[src/rtl/cfg_dprio_avmm_gate.sv]
// cfg_dprio_avmm_gate
// Avalon-MM gate that sits after the DPRIO-disable control stage. Forwards
// reads/writes to the DPRIO register file while dprio_dis is low, rejects
// them locally with an error response while it is high, bounds register-file
// read latency with a timeout, and keeps a saturating error count.
//
// Handshake: a command is accepted in a cycle where (avmm_read | avmm_write)
// is high and avmm_waitrequest is low; waitrequest is low only in IDLE, so
// at most one access is ever in flight. avmm_readdatavalid is a one-cycle
// strobe per accepted read; avmm_resp_err qualifies that strobe, or on its
// own (readdatavalid low) marks a rejected write.
module cfg_dprio_avmm_gate #(
    parameter int ADDR_WIDTH = 10,
    parameter int DATA_WIDTH = 32,
    parameter int TIMEOUT    = 255
) (
    input  logic                  clk,
    input  logic                  rst_n,
    input  logic                  dprio_dis,
    input  logic                  avmm_read,
    input  logic                  avmm_write,
    input  logic [ADDR_WIDTH-1:0] avmm_addr,
    input  logic [DATA_WIDTH-1:0] avmm_wdata,
    output logic                  avmm_waitrequest,
    output logic [DATA_WIDTH-1:0] avmm_readdata,
    output logic                  avmm_readdatavalid,
    output logic                  avmm_resp_err,
    output logic                  reg_read,
    output logic                  reg_write,
    output logic [ADDR_WIDTH-1:0] reg_addr,
    output logic [DATA_WIDTH-1:0] reg_wdata,
    input  logic [DATA_WIDTH-1:0] reg_rdata,
    input  logic                  reg_rdata_valid,
    output logic [7:0]            err_cnt,
    output logic [2:0]            o_dbg_state
);

    typedef enum logic [2:0] {
        S_INIT    = 3'd0,
        S_IDLE    = 3'd1,
        S_WR      = 3'd2,
        S_RD_WAIT = 3'd3,
        S_RESP    = 3'd4
    } state_t;

    localparam logic [7:0] LP_TIMEOUT = 8'(TIMEOUT);

    state_t                r_state;
    logic                  r_rd_dis_pend;   // RESP entered from a rejected read: response still owed
    logic [7:0]            r_cnt;           // cycles spent in RD_WAIT
    logic [7:0]            r_err_cnt;
    logic                  r_reg_read;
    logic                  r_reg_write;
    logic [ADDR_WIDTH-1:0] r_reg_addr;
    logic [DATA_WIDTH-1:0] r_reg_wdata;
    logic [DATA_WIDTH-1:0] r_readdata;
    logic                  r_rdv;
    logic                  r_err;
    logic [7:0]            w_err_cnt_inc;

    // Saturating increment of the error count
    assign w_err_cnt_inc = (r_err_cnt == 8'hFF) ? r_err_cnt : r_err_cnt + 8'd1;

    // Stall everywhere except IDLE; reset forces INIT so this is high during reset
    assign avmm_waitrequest   = (r_state != S_IDLE);
    assign avmm_readdata      = r_readdata;
    assign avmm_readdatavalid = r_rdv;
    assign avmm_resp_err      = r_err;
    assign reg_read           = r_reg_read;
    assign reg_write          = r_reg_write;
    assign reg_addr           = r_reg_addr;
    assign reg_wdata          = r_reg_wdata;
    assign err_cnt            = r_err_cnt;
    assign o_dbg_state        = r_state;

    // Access FSM with registered strobes, data and error count
    always_ff @(posedge clk or negedge rst_n) begin
        if (!rst_n) begin
            r_state       <= S_INIT;
            r_rd_dis_pend <= 1'b0;
            r_cnt         <= 8'd0;
            r_err_cnt     <= 8'd0;
            r_reg_read    <= 1'b0;
            r_reg_write   <= 1'b0;
            r_reg_addr    <= '0;
            r_reg_wdata   <= '0;
            r_readdata    <= '0;
            r_rdv         <= 1'b0;
            r_err         <= 1'b0;
        end else begin
            // Strobes are single-cycle unless re-asserted below
            r_reg_read  <= 1'b0;
            r_reg_write <= 1'b0;
            r_rdv       <= 1'b0;
            r_err       <= 1'b0;
            case (r_state)
                S_INIT: begin
                    r_state <= S_IDLE;
                end
                S_IDLE: begin
                    // Read has priority; a simultaneous write is dropped silently
                    if (avmm_read) begin
                        if (dprio_dis) begin
                            r_rd_dis_pend <= 1'b1;
                            r_state       <= S_RESP;
                        end else begin
                            r_reg_addr <= avmm_addr;
                            r_reg_read <= 1'b1;
                            r_cnt      <= 8'd0;
                            r_state    <= S_RD_WAIT;
                        end
                    end else if (avmm_write) begin
                        if (dprio_dis) begin
                            r_err         <= 1'b1;
                            r_err_cnt     <= w_err_cnt_inc;
                            r_rd_dis_pend <= 1'b0;
                            r_state       <= S_RESP;
                        end else begin
                            r_reg_addr  <= avmm_addr;
                            r_reg_wdata <= avmm_wdata;
                            r_reg_write <= 1'b1;
                            r_state     <= S_WR;
                        end
                    end
                end
                S_WR: begin
                    r_state <= S_IDLE;
                end
                S_RD_WAIT: begin
                    if (reg_rdata_valid) begin
                        r_readdata <= reg_rdata;
                        r_rdv      <= 1'b1;
                        r_state    <= S_RESP;
                    end else if (r_cnt == LP_TIMEOUT) begin
                        // Waited the full window with no data: answer with an error
                        r_readdata <= '0;
                        r_rdv      <= 1'b1;
                        r_err      <= 1'b1;
                        r_err_cnt  <= w_err_cnt_inc;
                        r_state    <= S_RESP;
                    end else begin
                        r_cnt <= r_cnt + 8'd1;
                    end
                end
                S_RESP: begin
                    if (r_rd_dis_pend) begin
                        // Rejected read: issue its error response one cycle after entry
                        r_rd_dis_pend <= 1'b0;
                        r_readdata    <= '0;
                        r_rdv         <= 1'b1;
                        r_err         <= 1'b1;
                        r_err_cnt     <= w_err_cnt_inc;
                    end else begin
                        r_state <= S_IDLE;
                    end
                end
                default: begin
                    r_state <= S_IDLE;
                end
            endcase
        end
    end

endmodule

[config.mk]
export PLATFORM = sky130hd
export DESIGN_NAME = cfg_dprio_avmm_gate
export DESIGN_NICKNAME = d
export VERILOG_FILES = /design/src/rtl/cfg_dprio_avmm_gate.sv
export SDC_FILE = /design/constraint.sdc
export NUM_CORES = 1
export LEC_CHECK = 0
export ABC_AREA = 1
export CAP_MARGIN = 20
export CORE_MARGIN = 2
export CORE_UTILIZATION = 43
export DETAILED_ROUTE_END_ITERATION = 16
export PLACE_DENSITY = 0.8
export SETUP_SLACK_MARGIN = 0.4
export SLEW_MARGIN = 25
export SYNTH_ARGS = -nofsm -noshare
export SYNTH_HDL_FRONTEND = slang
export SYNTH_SLANG_ARGS = --single-unit
[constraint.sdc]
create_clock -name clk -period 1.8 [get_ports clk]
set_input_delay 0.36 -clock clk [delete_from_list [all_inputs] [get_ports clk]]
set_output_delay 0.36 -clock clk [all_outputs]
set_load 0.03 [all_outputs]
# After elaboration in Yosys (flattened, before gate mapping)
# Cells that the tools add are included.
totals:
  register_bits: 98
  latchBits: 0
  mem_bits_rw: 0
  romBits: 0
  input_bits: 80
  out_inout_bits: 90
  word_cells: 95
  memories: 0
op_classes:
  add_sub_neg: 2
  n_mul: 0
  div_mod_pow: 0
  order_cmp: 0
  n_eq_ne: 20
  n_shift: 0
  mux: 48
  bitwise_logic: 2
  n_reduce_logical: 12
op_table:
  columns: ["op", "count"]
  rows:
  - ["$mux 32", 3]
  - ["$mux 8", 11]
  - ["$pmux 32 s2", 1]
  - ["$mux 10", 3]
  - ["$pmux 8 s3", 1]
  - ["$mux 3", 7]
  - ["$ne 2x2->1 const B", 10]
  - ["$mux 1", 17]
  - ["$add 8x1->8 const B", 2]
  - ["$eq 8x8->1 const B", 2]
  - ["$pmux 8 s2", 1]
  - ["$ne 3x3->1 const B", 4]
  - ["$pmux 3 s3", 1]
  - ["$reduce_and 4->1", 2]
  - ["$reduce_bool 2->1", 4]
  - ["$reduce_and 7->1", 1]
  - ["$reduce_and 3->1", 2]
  - ["$reduce_and 5->1", 1]
  - ["$pmux 1 s2", 2]
  - ["$eq 3x1->1 const B", 1]
  - ["$eq 3x2->1 const B", 1]
  - ["$eq 3x3->1 const B", 1]
  - ["$ne 3x1->1 const B", 1]
  - ["$pmux 1 s3", 1]
  - ["3 further kinds", 4]

# Longest topological paths before layout
depth:
  word_depth: 6
  ltp_mapped: 9
  ltp_nobuf: 9

# Worst setup path after synthesis
# OpenSTA, ideal clock, no wires.
synth_path:
  kind: "reg-to-reg"
  start: "register r_state[1], in the netlist o_dbg_state[1]"
  end: "register r_err_cnt[4], in the netlist err_cnt[4]"
  setup_time_ps: 119
  arrival_ps: 1619
  required_time_ps: 1681
  slack_ps: 62
  path_stages_with_launch: 8
  path_buffers: 0
  period_less_slack_ps: 1738
  cell_sequence: "dfrtp_1 inv_1 nand3_1 nor2_1 nor2_2 nand3_2 nand2_1 nand2_1"
synth_between:
  elab_chain_len: 3
  word_cells_on_any_way: 12
  cone_classes: "9 x eq/ne; 1 x mux; 2 x reduce/logical"
synth_lines:
  columns: ["item", "line_no", "text"]
  rows:
  - ["start, declared", "48", "state_t r_state;"]
  - ["start signal, assigned", "79", "r_state <= S_INIT;"]
  - ["start signal, assigned", "98", "r_state <= S_IDLE;"]
  - ["start signal, assigned", "105", "r_state <= S_RESP;"]
  - ["$eq 3x2->1 (tied with other cells)", "96", "case (r_state)"]
  - ["$ne 2x2->1 (no source line) or $reduce_bool 3->1 (tied branches)", null, null]
  - ["$reduce_and 7->1 (no source line)", null, null]
  - ["end signal, assigned", "115", "r_err_cnt <= w_err_cnt_inc;"]
  - ["end signal, assigned", "139", "r_err_cnt <= w_err_cnt_inc;"]
  - ["end signal, assigned", "152", "r_err_cnt <= w_err_cnt_inc;"]
  - ["end, declared", "51", "logic [7:0] r_err_cnt;"]
# Several ways; a longest one is shown, not always the timed one.
# A chain may end at the register's enable or synchronous reset.

# Worst setup path in the final report
layout_path:
  start: "register r_cnt[0]"
  end: "register r_err_cnt[0], in the netlist err_cnt[0]"
layout_between:
  elab_chain_len: 3
layout_lines:
  columns: ["item", "line_no", "text"]
  rows:
  - ["start, declared", "50", "logic [7:0] r_cnt;"]
  - ["start signal, assigned", "142", "r_cnt <= r_cnt + 8'd1;"]
  - ["$eq 8x8->1", "134", "end else if (r_cnt == LP_TIMEOUT) begin"]
  - ["$ne 2x2->1 (no source line)", null, null]
  - ["$reduce_and 7->1 (no source line)", null, null]
# No other way between the ends.

==> metrics.txt <==
clock-pin slew on the worst setup and hold paths 100 ps; most common cell in the netlist nand2_1; CP arrival 1890 ps; Skew-Pair Late Insertion Delay 360 ps; Switching Share 47.1%; P&R area growth vs syn 68.1%; post-route design area 7080 µm²; CP startpoint kind flop; die height 103 µm; root buffer cell clkbuf_8; Hold WC Path Type in -> async; Hold Fails Final Rpt 0; fraction of registers with async set/reset 100%; Mapped Avg Cell Area 8.79 µm²; area of the core 9640 µm²; first-pass GRT wire length 18.1 mm; antenna cells 0; DRT Pass-1 Iters 5; clock skew 8.37 ps; RR Startpoint r_cnt[0]$_DFFE_PN0P_; EDFF count, synth 0; drt initial violations 177; Primary FF master, synth dfrtp_1; vias 4217; Routed WL 13.9 mm; crit-path most repeated cell nor2_4; outcome completed; Cells after Synth 479; GPL Wtd Cong 0.813; FMAX 627 MHz; CP startpoint r_cnt[0]$_DFFE_PN0P_; layout cells sized above 1 41.6%; CTS H-tree depth 3; crit path kind reg -> reg; GRT Resource Usage Total 21.8%; Sink Count 98; shortest period the worst path allows 1600 ps; max incr delay on CP 380 ps; Cell Chain, Critical Path ha_2 -> nand2_2 -> nor2_4 -> a21oi_2 -> buf_4 -> nor2_4 -> nand3_2 -> nand2_1; buffers from clock root to sink, at most 2; crit share post-route 88.7%; gr ovfl total 0; IO Port Bufs 169; register area share after synthesis 58.2%; max cap viols 0; dpl hpwl 8.06 mm; Slew Limit Fails 0; final-report setup violation count 0; Power Density 1640 nW/µm²; post-synth top area share 58.2%; RSZ-0062 raised after global routing true; Num CTS Buffers 9; Yosys top cell by area dfrtp_1; fin cells 832; Ports 170; worst slew pin tran 348 ps; Starting Density 43.7%; Static Leakage 3.69 nW; post-synthesis sequential element count 98; fin nets 776; Max stage delay cell, worst path dfrtp_1; filler instances 747; combinational share of power 53.7%; Util after Layout 73.5%; Die Area 10600 µm²; mapped cell area 4210 µm²; initial antenna violation count 0; Commonest cells post-synth nand2_1 (227), dfrtp_1 (98), nand3_1 (57), nor2_1 (16), inv_1 (15); Placed Instance Area 6180 µm²; VDD IR max 890 µV; placed cells 777; Die X 103 µm; tightest hold margin 410 ps; Post-DRT Antenna Nets 0; DRC viols 0; Worst slew margin 76.7%; Worst Setup End Kind flop; Critical Path Fanout Max 8; Critical Path RT 2090 ps; largest net degree at the start of global routing 60; CTS tree yes; sw power 5.47 mW; routed len/inst 16.7 µm; register share of total power 32.4%; Netlist cell types 28; internal power 6.16 mW; Tot Pwr 11.6 mW; syn nets 561; vias in the first global route 3746; power share of the clock group 13.9%; number of synthesis warnings 0; Area contributors post-synth dfrtp_1 (58%), nand2_1 (20%), nand3_1 (6.8%), mux2_1 (2.4%), buf_4 (1.4%); # rows 36; drt via density 5.07
[flip-flops by register name (all words and copies together), names as in the netlist]
name and flops:
r_rd_dis_pend 1, r_cnt 8, o_dbg_state 3, reg_wdata 32, reg_read 1, avmm_readdata 32
avmm_resp_err 1, err_cnt 8, avmm_readdatavalid 1, reg_addr 10, reg_write 1
[cell families (layout without fill, tap and decap cells)]
kind of cell / after synthesis / count (layout) / share of synthesized area (%)
xor gates and xnor gates: 4 / 4 / 0.832
AOI/OAI and AO/OA: 14 / 14 / 2.32
muxes: 10 / 10 / 2.67
adders and majority gates: 2 / 2 / 0.594
DFF: 98 / 98 / 58.2
buffers and inverters: 36 / 255 / 4.10
and+or+nand+nor: 315 / 316 / 31.3
[path summary, 6_finish.rpt]
check / endpoint / slack [ps] / cells past startpoint
hold / removal: reg_addr[8]$_DFFE_PN0P_ / 410 / 2
setup reg to reg: err_cnt[0]$_DFFE_PN0P_ / 200 / 8
max in group asynchronous: o_dbg_state[0]$_DFFE_PN0P_ / 770 / 3
hold reg to reg: reg_wdata[30]$_DFFE_PN0P_ / 480 / 2
setup / recovery: err_cnt[0]$_DFFE_PN0P_ / 200 / 8
min in group clk: reg_wdata[30]$_DFFE_PN0P_ / 480 / 2
[final cells by class]
class | instances | area, µm² | share of cell area, %
Sequential cell | 98 | 2460 | 34.7
Multi-Input combinational cell | 346 | 2190 | 30.9
Timing Repair Buffer | 217 | 1910 | 26.9
Tap cell | 133 | 166 | 2.35
Clock buffer | 9 | 124 | 1.75
Clock inverter | 7 | 98.8 | 1.40
Inverter | 19 | 96.3 | 1.36
Timing Repair inverter | 3 | 37.5 | 0.530
[critical path: cells and delay by family, from the launching register on]
family          cells  cell delay, ps
compound gates      1              90
buf+inv             1             150
simple gates        5             700
flops               1             380
fa+ha+maj           1             200
[per-layer routing]
layer	part of all wire, %	global-route usage, %	vias to the layer above
met3	5.6	3.32	34
met2	52	36.2	183
met1	39	28.3	2046
met5	0	0	-
li1	-	-	1954
met4	3.0	9.72	0
[cells in the final DEF, fill, tap and decap left out, drive strengths merged, types with 3 or more instances in the layout]
cell,count
nand2,229
buf,127
dfrtp,98
clkdlybuf4s50,77
nand3,60
inv,25
nor2,19
clkbuf,17
mux2,10
o21ai,9
nand3b,4
xor2,3
or2,3
clkdlybuf4s15,3
a21oi,3
[power by group through the flow]
stage                     Combinational, mW  Clock, mW  Sequential [mW]
after floorplan                        1.55          0             5.40
after global placement                 5.62          0             3.71
after detailed placement               5.76          0             3.72
after CTS                              5.42       1.63             3.67
after global routing                   6.64       1.71             3.86
final                                  6.25       1.61             3.77
[metrics by stage]
step	setup TNS, ps	worst slack (ps)
final	0	204
after global routing	0	149
after CTS	0	264
after detailed placement	-425	-37.4
after global placement	0	56.4
after floorplan	0	325
[timing repair]
| action | CTS | global route |
|---|---|---|
| cloned | 3 | 11 |
| hold buffers | 1 | 0 |
| endpoints found under the setup margin | 152 | 105 |
| buffers inserted | 13 | 11 |
| resized for setup | 465 | 163 |
| endpoints found under the hold margin | 15 | 0 |
| pin swaps | 12 | 40 |
No activity file was read; power rests on OpenSTA's default activity.
